`src/rtl/ones_frame_accumulator_pkg.sv`:
```
// Shared types and constants for the ones-count frame accumulator.
// Provides the FSM state type, byte/popcount widths and the byte parity helper.
package ones_pkg;

  typedef enum logic {ACCUM = 1'b0, HOLD = 1'b1} ones_state_t;

  localparam int POP_W  = 4;
  localparam int BYTE_W = 8;

  function automatic logic byte_parity(input logic [BYTE_W-1:0] b);
    return ^b;
  endfunction

endpackage

```
`src/rtl/ones_frame_accumulator_popcount8.sv`:
```
// Combinational population count of one byte (0..8 set bits).
module popcount8
  import ones_pkg::*;
(
  input  logic [BYTE_W-1:0] data,
  output logic [POP_W-1:0]  count
);

  // Sum the individual bits of the byte
  always_comb begin
    count = {POP_W{1'b0}};
    for (int i = 0; i < BYTE_W; i++) begin
      count = count + {{(POP_W-1){1'b0}}, data[i]};
    end
  end

endmodule

```
`src/rtl/ones_frame_accumulator.sv`:
```
// Accumulates set bits and byte count per in_last-delimited frame; saturating counters.
// Optional frame parity output is enabled with the ONES_PARITY_EN macro.
module ones_frame_accumulator
  import ones_pkg::*;
#(
  parameter int CNT_W = 12,
  parameter int LEN_W = 8
) (
  input  logic              clk,
  input  logic              reset,
  input  logic              in_valid,
  output logic              in_ready,
  input  logic [BYTE_W-1:0] in_data,
  input  logic              in_last,
  output logic              out_valid,
  input  logic              out_ready,
  output logic [CNT_W-1:0]  out_count,
  output logic [LEN_W-1:0]  out_bytes,
`ifdef ONES_PARITY_EN
  output logic              out_parity,
`endif
  output logic              out_overflow
);

  ones_state_t      state_r;
  logic [CNT_W-1:0] acc_cnt_r;
  logic [LEN_W-1:0] acc_len_r;
  logic             acc_ovf_r;
  logic [POP_W-1:0] pop_s;
  logic [CNT_W:0]   cnt_sum_s;
  logic [LEN_W:0]   len_sum_s;
  logic [CNT_W-1:0] cnt_next_s;
  logic [LEN_W-1:0] len_next_s;
  logic             ovf_next_s;
  logic             accept_s;

  popcount8 u_popcount8 (
    .data  (in_data),
    .count (pop_s)
  );

  assign in_ready = (state_r == ACCUM);
  assign accept_s = in_valid & in_ready;

  // Next accumulator values including the current byte, clamped at all-ones
  always_comb begin
    cnt_sum_s = {1'b0, acc_cnt_r} + {{(CNT_W+1-POP_W){1'b0}}, pop_s};
    len_sum_s = {1'b0, acc_len_r} + {{LEN_W{1'b0}}, 1'b1};
    if (cnt_sum_s[CNT_W]) begin
      cnt_next_s = {CNT_W{1'b1}};
    end else begin
      cnt_next_s = cnt_sum_s[CNT_W-1:0];
    end
    if (len_sum_s[LEN_W]) begin
      len_next_s = {LEN_W{1'b1}};
    end else begin
      len_next_s = len_sum_s[LEN_W-1:0];
    end
    ovf_next_s = acc_ovf_r | cnt_sum_s[CNT_W] | len_sum_s[LEN_W];
  end

  // Frame FSM, accumulators and registered result outputs
  always_ff @(posedge clk or posedge reset) begin
    if (reset) begin
      state_r      <= ACCUM;
      acc_cnt_r    <= {CNT_W{1'b0}};
      acc_len_r    <= {LEN_W{1'b0}};
      acc_ovf_r    <= 1'b0;
      out_valid    <= 1'b0;
      out_count    <= {CNT_W{1'b0}};
      out_bytes    <= {LEN_W{1'b0}};
      out_overflow <= 1'b0;
    end else begin
      case (state_r)
        ACCUM: begin
          if (accept_s && in_last) begin
            out_count    <= cnt_next_s;
            out_bytes    <= len_next_s;
            out_overflow <= ovf_next_s;
            out_valid    <= 1'b1;
            acc_cnt_r    <= {CNT_W{1'b0}};
            acc_len_r    <= {LEN_W{1'b0}};
            acc_ovf_r    <= 1'b0;
            state_r      <= HOLD;
          end else if (accept_s) begin
            acc_cnt_r <= cnt_next_s;
            acc_len_r <= len_next_s;
            acc_ovf_r <= ovf_next_s;
          end else begin
            acc_cnt_r <= acc_cnt_r;
          end
        end
        HOLD: begin
          if (out_ready) begin
            out_valid <= 1'b0;
            state_r   <= ACCUM;
          end else begin
            out_valid <= 1'b1;
          end
        end
        default: begin
          state_r   <= ACCUM;
          out_valid <= 1'b0;
        end
      endcase
    end
  end

`ifdef ONES_PARITY_EN
  logic acc_par_r;

  // Running XOR of all accepted frame bits
  always_ff @(posedge clk or posedge reset) begin
    if (reset) begin
      acc_par_r  <= 1'b0;
      out_parity <= 1'b0;
    end else if (accept_s && in_last) begin
      out_parity <= acc_par_r ^ byte_parity(in_data);
      acc_par_r  <= 1'b0;
    end else if (accept_s) begin
      acc_par_r <= acc_par_r ^ byte_parity(in_data);
    end else begin
      acc_par_r <= acc_par_r;
    end
  end
`endif

endmodule

```
`config.mk`:
```
export PLATFORM = sky130hd
export DESIGN_NAME = ones_frame_accumulator
export DESIGN_NICKNAME = d
export VERILOG_FILES = /design/src/rtl/ones_frame_accumulator_pkg.sv /design/src/rtl/ones_frame_accumulator_popcount8.sv /design/src/rtl/ones_frame_accumulator.sv
export SDC_FILE = /design/constraint.sdc
export NUM_CORES = 1
export LEC_CHECK = 0
export CAP_MARGIN = 30
export CORE_ASPECT_RATIO = 1.5
export CORE_MARGIN = 8
export CORE_UTILIZATION = 58
export DETAILED_ROUTE_END_ITERATION = 7
export PLACE_DENSITY = 0.93
export RECOVER_POWER = 25
export SLEW_MARGIN = 0
export SYNTH_ARGS = -nofsm -noshare
export SYNTH_HDL_FRONTEND = slang
export SYNTH_SLANG_ARGS = --single-unit
export TNS_END_PERCENT = 50
```
`constraint.sdc`:
```
create_clock -name clk -period 6.71 [get_ports clk]
set_clock_uncertainty 0.2 [all_clocks]
set_input_delay 0.671 -clock clk [delete_from_list [all_inputs] [get_ports clk]]
set_output_delay 0.671 -clock clk [all_outputs]
set_load 0.02 [all_outputs]
```
==> impl_metrics.py <==
metrics = {
    "clock_network": {
        "htreeDepth": 2,
        "numCtsBuffers": 5,
        "clock_latency_ps": 310,
        "cts_sinks": 44,
        "clkTransAtPathRegs_ps": 80,
        "cts.repair.resized": 0,
        "cts_hold_buffers": 0,
        "cts_setup_buffers": 0,
        "clockBufferDepth": 2,
        "cts_tree": "done",
        "cts-root-buf": "clkbuf_8",
    },
    "synth": {
        "synthArstFlopShare_pct": 100.0,
        "synthTopCellsByCount": "dfrtp_1 (44), a21oi_1 (24), nor2_1 (23), nand2_1 (22), inv_1 (16)",
        "synth.avg_cell_area_um2": 9.910,
        "synth.area.top_cells": "dfrtp_1 (44%), a21oi_1 (4.8%), fa_1 (4.0%)",
        "synth-edff-count": 0,
        "syn_area_um2": 2497,
        "dominantRegCellSynth": "dfrtp_1",
        "yosysUniqueCellTypes": 48,
        "synth_nets": 278,
        "synth.ff_latch_count": 44,
        "synthCells": 252,
        "yosysMostFrequentCell": "dfrtp_1",
        "netlist.area_leader.share_pct": 44.09,
        "yosysTopAreaCell": "dfrtp_1",
        "ys_seq_area_share_pct": 44.09,
        "yosys_warnings": 0,
    },
    "global_routing": {
        "grt_pass1_vias": 2139,
        "grt_usage_pct": 17.08,
        "antenna_found_initial": 0,
        "grt_max_degree": 45,
        "grt_pass1_wl_mm": 9.425,
        "overflow": 0,
    },
    "route": {
        "vias": 2017,
        "drt-met1-wl_mm": 2.183,
        "wl_met2_mm": 2.856,
        "wirelength_mm": 5.510,
        "drt-pass1-iter-count": 4,
        "ant_nets": 0,
        "topRoutingLayerUsed": "met4",
        "wire_per_inst_um": 16.70,
        "vias_per_cell": 6.112,
        "drt_iter0_markers": 78,
        "drc": 0,
        "wl_met3_um": 352,
    },
    "floorplanning": {
        "initial_core_util_pct": 59.85,
        "die_y_um": 96.37,
        "die-width_um": 69.58,
        "dieArea_um2": 6705,
        "core.rowCount": 29,
        "core_area_um2": 4173,
        "pin_count": 36,
    },
    "power_and_ir_drop": {
        "leakagePower_nw": 1.272,
        "ir_drop_v": 0.0002695,
        "p_per_area_nw_per_um2": 286.1,
    },
    "timing": {
        "worst-slew-pin-transition_ps": 2316,
        "rsz0062_at_grt": "no",
        "clock.fmax_mhz": 207.4,
        "holdWs_ps": 293.9,
        "max_slew_margin_pct": -54.38,
        "fin_tns_setup_ps": 0,
        "maxSlewViolCount": 45,
        "period_minus_slack_ps": 4823,
        "setup_violations": 0,
        "fin_crit_sh_pct": 71.87,
        "hold_viol_final": 0,
    },
    "placed_design": {
        "port_buffers": 35,
        "gp_congestion": 0.8870,
        "hpwl_mm": 3.978,
    },
    "cells_and_area": {
        "antennaDiodeCount": 0,
        "area_growth_pct": 17.48,
        "fill_cells": 318,
        "layout.nets": 310,
        "drive_gt1_share_pct": 8.803,
    },
    "setup_path": {
        "worstPathArrival_ps": 4830,
        "startpoint_type": "input port",
        "crit_path_end_kind": "flip-flop",
        "worstPathMaxFanout": 4,
        "required_ps": 6710,
        "worstSetupPathType": "in2reg",
    },
    "min_path": {
        "hold_path.class": "reg2reg",
    },
    "run_status": {
        "violations": "max-capacitance violations, max-slew violations",
        "status": "finished with violations",
    },
    "job": {
        "maxCapViolCount": 1,
    },
}
flip-flops by register name (all words and copies together), names as in the netlist:
signal / cells
acc_cnt_r: 12
acc_len_r: 8
acc_ovf_r: 1
out_bytes: 8
out_count: 12
out_overflow: 1
out_valid: 1
state_r: 1
critical path, stage by stage:
cell and delay (ps):
clkdlybuf4s50_1 410, ha_1 270, inv_1 40, fa_1 490, fa_1 420, fa_1 420
fa_1 490, fa_1 450, nand2b_1 260, a2111oi_4 450, a21oi_1 140, a311oi_1 300
final timing paths:
check / depth (start not counted) / endpoint / slack [ps] / from
max: 12 / acc_cnt_r[10] / 1890 / in_data[0]
min: 1 / acc_cnt_r[2] / 290 / acc_cnt_r[2]
max reg2reg: 4 / out_count[9] / 3960 / state_r
min reg2reg: 1 / acc_cnt_r[2] / 290 / acc_cnt_r[2]
max in group asynchronous: 3 / acc_cnt_r[6] / 3540 / reset
min in group asynchronous: 3 / out_bytes[4] / 1450 / reset
report_power, final:
group | internal (W) | switching (W) | total [W]
clock | 0.0000706 | 0.0000934 | 0.000164
combinational | 0.000144 | 0.000187 | 0.000330
sequential | 0.000312 | 0.0000335 | 0.000345
kinds of logic (layout without fill, tap and decap cells):
group           Yosys count  in the layout  synth area share [%]
compound gates           75             75                 20.69
buf+inv                  27             59                 4.759
simple gates             81             81                 18.19
xor+xnor                 11             11                 3.858
flops                    44             44                 44.09
fa+ha+maj                13             13                 8.016
mux                       1              1                0.4008
cell type report:
class	count	area, µm²	share of cell area [%]
Clock buffer	5	68.82	2.345
Clock inverter	2	12.51	0.4264
Inverter	16	60.06	2.047
Sequential cell	44	1101	37.53
Timing Repair Buffer	36	354.1	12.07
Tap cell	46	57.56	1.962
Multi-Input combinational cell	181	1280	43.62
through the flow:
step                      instance area [µm²]  worst slack, ps  std cells  util (%)  total power, W
after CTS                                2938             1896        330     70.40       0.0008390
after floorplan                          2497             2304        252         -       0.0005633
final                                    2934             1887        330     70.31       0.0008395
after detailed placement                 2856             1664        323     68.46       0.0006795
after global routing                     2934             1719        330     70.31       0.0008853
after global placement                   2856             1766        323     68.46       0.0006672
metal layers:
metal / global-route usage (%) / up-vias
li1: - / 940
met1: 17.99 / 992
met2: 30.84 / 70
met3: 4.644 / 15
met4: 8.576 / 0
met5: 0 / -
placed cells by master, fill, tap and decap left out, types with 2 or more instances in the layout:
cell,count
inv_1,16
a21oi_4,2
nor4_1,2
xor2_1,2
fa_1,5
nor3b_1,2
and2b_1,2
nand2b_1,2
nand3_1,2
o31ai_1,2
nand4_4,2
a21o_1,4
o21a_1,6
and4_1,2
nor3_2,2
and2_1,2
nor2_2,3
xnor2_1,9
o21ai_1,11
nor3_1,2
o21ai_0,3
clkdlybuf4s50_1,34
clkbuf_8,5
a31o_1,5
a31oi_1,10
nor2_1,23
a211oi_1,2
ha_1,8
a21oi_1,24
dfrtp_1,44
and3_1,3
nand2_1,22
nor2b_1,3
Power figures use the tool's default switching activity.
==> RTL edit 1: new RTL, same settings <==
Add a define of `ONES_PARITY_EN`.
--- a/src/rtl/ones_frame_accumulator.sv
+++ b/src/rtl/ones_frame_accumulator.sv
@@ -1,5 +1,7 @@
 // Accumulates set bits and byte count per in_last-delimited frame; saturating counters.
 // Optional frame parity output is enabled with the ONES_PARITY_EN macro.
+`define ONES_PARITY_EN
+
 module ones_frame_accumulator
   import ones_pkg::*;
 #(
Behaviour (old outputs only; new: out_parity): unchanged (Yosys induction, for registers that start in step).
==> RTL edit 1 against the unedited design <==
The run still ends with capacitance limit, slew limit left; non-clock buffer count rose by 3; wire length rose by 2.7%; sequential share of layout area is 0.10 points higher; first-iteration DRC count grew 49%; area after synthesis is 4.8% higher; setup slack worse by 0.23 ns; total power grew 10%; sequential cell count increased by 2; sequential power increased by 12%; register-to-register slack better by 0.15 ns; core utilization shrank 1.2 points; highest routed layer unchanged; final area increased by 4.3%.
==> RTL edit 1: results <==
detailed_routing:
  dr.pass1.iters: 4
  drtIter0Drc: 116
  routed_via_density: 6.01
  wirelength_um: 5660
  wl_per_cell_um: 16.1
critical_path:
  cp.arrival_ns: 5.07
  setup.worst_path.start: "in_data[0]"
  worstPathMaxFanout: 12
  r2r-start: "acc_cnt_r[0]$_DFFE_PP0P_"
  critical_path.slowest_cell: "fa_1"
  slowest_delay_ns: 0.50
grt:
  track_usage: 0.168
  antenna_found_initial: 0
  grt_pass1_wl_um: 9350
  grt_pass1_vias: 2147
  grt_max_degree: 47
clock_network:
  clkTransAtPathRegs_ns: 0.08
  cts_setup_buffers: 0
  cts_resized: 0
  cts_root_buffer: "clkbuf_8"
  cts_made_buffers: 5
  clockBufferDepth: 2
  clk_latency_ns: 0.30
  cts_max_level: 2
synthesis:
  dominantRegCellSynth: "dfrtp_1"
  synthCells: 272
  netlist_top_cells_area: "dfrtp_1 (44%), nand2_1 (4.4%), o21ai_0 (4.2%), fa_1 (3.8%), ha_1 (3.8%)"
  synth_warnings: 0
  synth_common_cells: "dfrtp_1 (46), nand2_1 (31), nor2_1 (22), o21ai_0 (22), a21oi_1 (18)"
  ys_async_sr_fraction: 1.00
  synthDistinctLibCells: 54
  yosysSeqAreaShare: 0.440
  syn_nets: 298
outcome:
  run_status: "complete, but fails checks"
  violations: "capacitance limit, slew limit"
cells_and_area:
  fin_nets: 329
  drive_above_1_share: 0.0954
  diodes: 0
  top_regs: "acc_cnt_r x12, out_count x12"
worst_hold_path:
  hold_class: "flop to flop"
  hold_start: "out_count[8]$_DFFE_PP0P_"
placement:
  dp_cells: 344
  gp_congestion: 0.881
  dp_hpwl_um: 4170
  port-buffer-count: 36
power:
  peakVddDrop_mv: 0.172
  swShare: 0.368
  p_leak_nw: 1.36
flow_run:
  cap_violations: 1
timing:
  maxSlewViolCount: 47
  slew_headroom: -0.634
[RTL edit 1: changes by cell type after synthesis, moves of 3 or more]
cell,delta
o21ai_0,+19
o21ai_1,-11
nand2_1,+9
a21oi_1,-6
and3_2,+6
a21o_1,-3
a31o_1,-3
nand3_1,+3
nor2_2,-3
o21a_1,-3
[RTL edit 1: power groups by stage]
stage	logic [W]	clock network (W)	registers [W]
floorplan	0.000210	0	0.000417
global placement	0.000348	0	0.000387
detailed placement	0.000364	0	0.000390
CTS	0.000366	0.000178	0.000384
global route	0.000398	0.000188	0.000394
finish	0.000363	0.000176	0.000385
[RTL edit 1: worst paths after layout]
| kind | to | slack, ns | depth (start not counted) |
|---|---|---|---|
| hold reg to reg | out_count[8]$_DFFE_PP0P_ | 0.29 | 2 |
| setup reg to reg | acc_cnt_r[9]$_DFFE_PP0P_ | 4.11 | 8 |
| max in group asynchronous | out_count[6]$_DFFE_PP0P_ | 3.41 | 3 |
| hold / removal | out_count[8]$_DFFE_PP0P_ | 0.29 | 2 |
| min in group asynchronous | acc_len_r[0]$_DFFE_PP0P_ | 1.51 | 3 |
| setup / recovery | acc_cnt_r[9]$_DFFE_PP0P_ | 1.65 | 13 |
[RTL edit 1: per-layer routing]
metal	GRT usage	part of all wire
met2	0.319	0.56
met1	0.154	0.37
met5	0	0
met3	0.0400	0.041
met4	0.0998	0.024
[RTL edit 1: metrics by stage]
| step | power [W] | cell area, um2 | utilization | worst slack (ns) | hold WS (ns) |
|---|---|---|---|---|---|
| floorplan | 0.000627 | 2620 | - | 2.08 | 0.255 |
| global placement | 0.000735 | 2970 | 0.671 | 1.51 | 0.265 |
| detailed placement | 0.000754 | 2970 | 0.671 | 1.36 | 0.270 |
| CTS | 0.000929 | 3060 | 0.692 | 1.70 | 0.289 |
| global route | 0.000980 | 3060 | 0.691 | 1.53 | 0.317 |
| finish | 0.000924 | 3060 | 0.691 | 1.65 | 0.287 |
[RTL edit 1: critical path: cells and delay by family]
kind / cells / cell delay, ns
AO/OA/AOI/OAI: 1 / 0.41
adder cells (fa/ha/maj): 6 / 2.59
buffers and inverters: 2 / 0.46
AND/OR/NAND/NOR: 4 / 0.94
[RTL edit 1: area by class of cell]
cell class              count  area [um2]
fillers                   345        1370
clock buffers               7        86.3
clock inverters             1        5.00
multi-input cells         194        1310
flip-flops and latches     46        1150
repair buffers             39         379
inverters                  17        63.8
well taps                  48        60.1
[RTL edit 1: cell families after synthesis]
group / synth area share
AO/OA/AOI/OAI: 0.202
XOR/XNOR: 0.0435
adder cells (fa/ha/maj): 0.0765
buffers and inverters: 0.0583
flip-flops: 0.440
multiplexers: 0.00765
AND/OR/NAND/NOR: 0.173
==> RTL edit 2: new RTL, same settings <==
Made on the original files. Register the output `out_count` once more; this adds one clock of latency there. The other outputs are not delayed to match.
--- a/src/rtl/ones_frame_accumulator.sv
+++ b/src/rtl/ones_frame_accumulator.sv
@@ -21,6 +21,8 @@
 `endif
   output logic              out_overflow
 );
+
+  logic [CNT_W-1:0] out_count_s0;
 
   ones_state_t      state_r;
   logic [CNT_W-1:0] acc_cnt_r;
@@ -67,14 +69,14 @@
       acc_len_r    <= {LEN_W{1'b0}};
       acc_ovf_r    <= 1'b0;
       out_valid    <= 1'b0;
-      out_count    <= {CNT_W{1'b0}};
+      out_count_s0 <= {CNT_W{1'b0}};
       out_bytes    <= {LEN_W{1'b0}};
       out_overflow <= 1'b0;
     end else begin
       case (state_r)
         ACCUM: begin
           if (accept_s && in_last) begin
-            out_count    <= cnt_next_s;
+            out_count_s0 <= cnt_next_s;
             out_bytes    <= len_next_s;
             out_overflow <= ovf_next_s;
             out_valid    <= 1'b1;
@@ -125,5 +127,9 @@
   end
 `endif
 
+  always_ff @(posedge clk) begin
+    out_count <= out_count_s0;
+  end
+
 endmodule
 
Formal check against the unedited RTL: not equivalent (a bounded check fails within 4 cycles, from zero or initial values and one cycle with reset high).
==> RTL edit 2 against the unedited design <==
The run still ends with capacitance limit, slew limit left; count of clock-buffer cells in the layout up 1; final area is 6.5% higher; area after synthesis rose by 6.5%; combinational power rose by 4%; setup slack got worse by 0.14 ns; clock power grew 30%; sequential cell count increased by 12; maximum frequency shrank 2.8%; total power grew 20%; sequential share of layout area increased by 5.4 points; sequential power up 31%; wire length fell by 0.34%; highest routed layer unchanged.
==> RTL edit 2: results <==
outcome:
  violations: "capacitance limit, slew limit"
  run_status: "complete, but fails checks"
cells_and_area:
  drive_above_1_share: 0.0497
  fin_area_um2: 3130
worst_hold_path:
  hold_start: "out_count_s0[10]$_DFFE_PP0P_"
  hold_depth: 0
synthesis:
  ys_async_sr_fraction: 0.786
  syn_nets: 296
  yosysSeqAreaShare: 0.504
  postSynthAreaPerCell_um2: 9.85
  netlist_top_cells_area: "dfrtp_1 (41%), dfxtp_1 (9.0%), a21oi_1 (4.0%), fa_1 (3.8%), ha_1 (3.8%)"
flow_run:
  cap_violations: 1
critical_path:
  worstPathMaxFanout: 9
  slowest_delay_ns: 0.51
  critical_path.slowest_cell: "or3_1"
  reg2reg_slack_ns: 4.08
placement:
  dp_hpwl_um: 3880
  gp_congestion: 0.832
  pre_cts_slack_ns: 1.40
timing:
  max_freq_mhz: 202
  maxSlewViolCount: 45
detailed_routing:
  wirelength_um: 5490
  wl_met3_um: 274
  drtIter0Drc: 139
power:
  p_leak_nw: 1.38
grt:
  met1_usage: 0.185
  gr-usage-met3: 0.0295
  grt_pass1_wl_um: 9450
==> RTL edit 2: cell families (layout without fill, tap and decap cells) <==
kind of cell,count (synthesis),after routing,synth area share
XOR/XNOR,10,10,0.0329
AO/OA/AOI/OAI,80,80,0.192
flip-flops,56,56,0.504
buffers and inverters,29,61,0.0461
AND/OR/NAND/NOR,81,81,0.145
multiplexers,1,1,0.00376
adder cells (fa/ha/maj),13,13,0.0753
==> RTL edit 2: final cells by class <==
| class | count | area share |
|---|---|---|
| clock inverter | 2 | 0.0112 |
| inverter | 16 | 0.0192 |
| clock buffer | 6 | 0.0232 |
| timing repair buffer | 37 | 0.116 |
| tap | 48 | 0.0192 |
| sequential | 56 | 0.429 |
| multi-input combinational | 185 | 0.382 |
==> RTL edit 2: report_power, final <==
group	leakage [nW]	switching [W]	internal (W)
Sequential	0.669	0.0000436	0.000407
Combinational	0.650	0.000186	0.000156
Clock	0.0552	0.000103	0.000111
Total	1.38	0.000332	0.000674
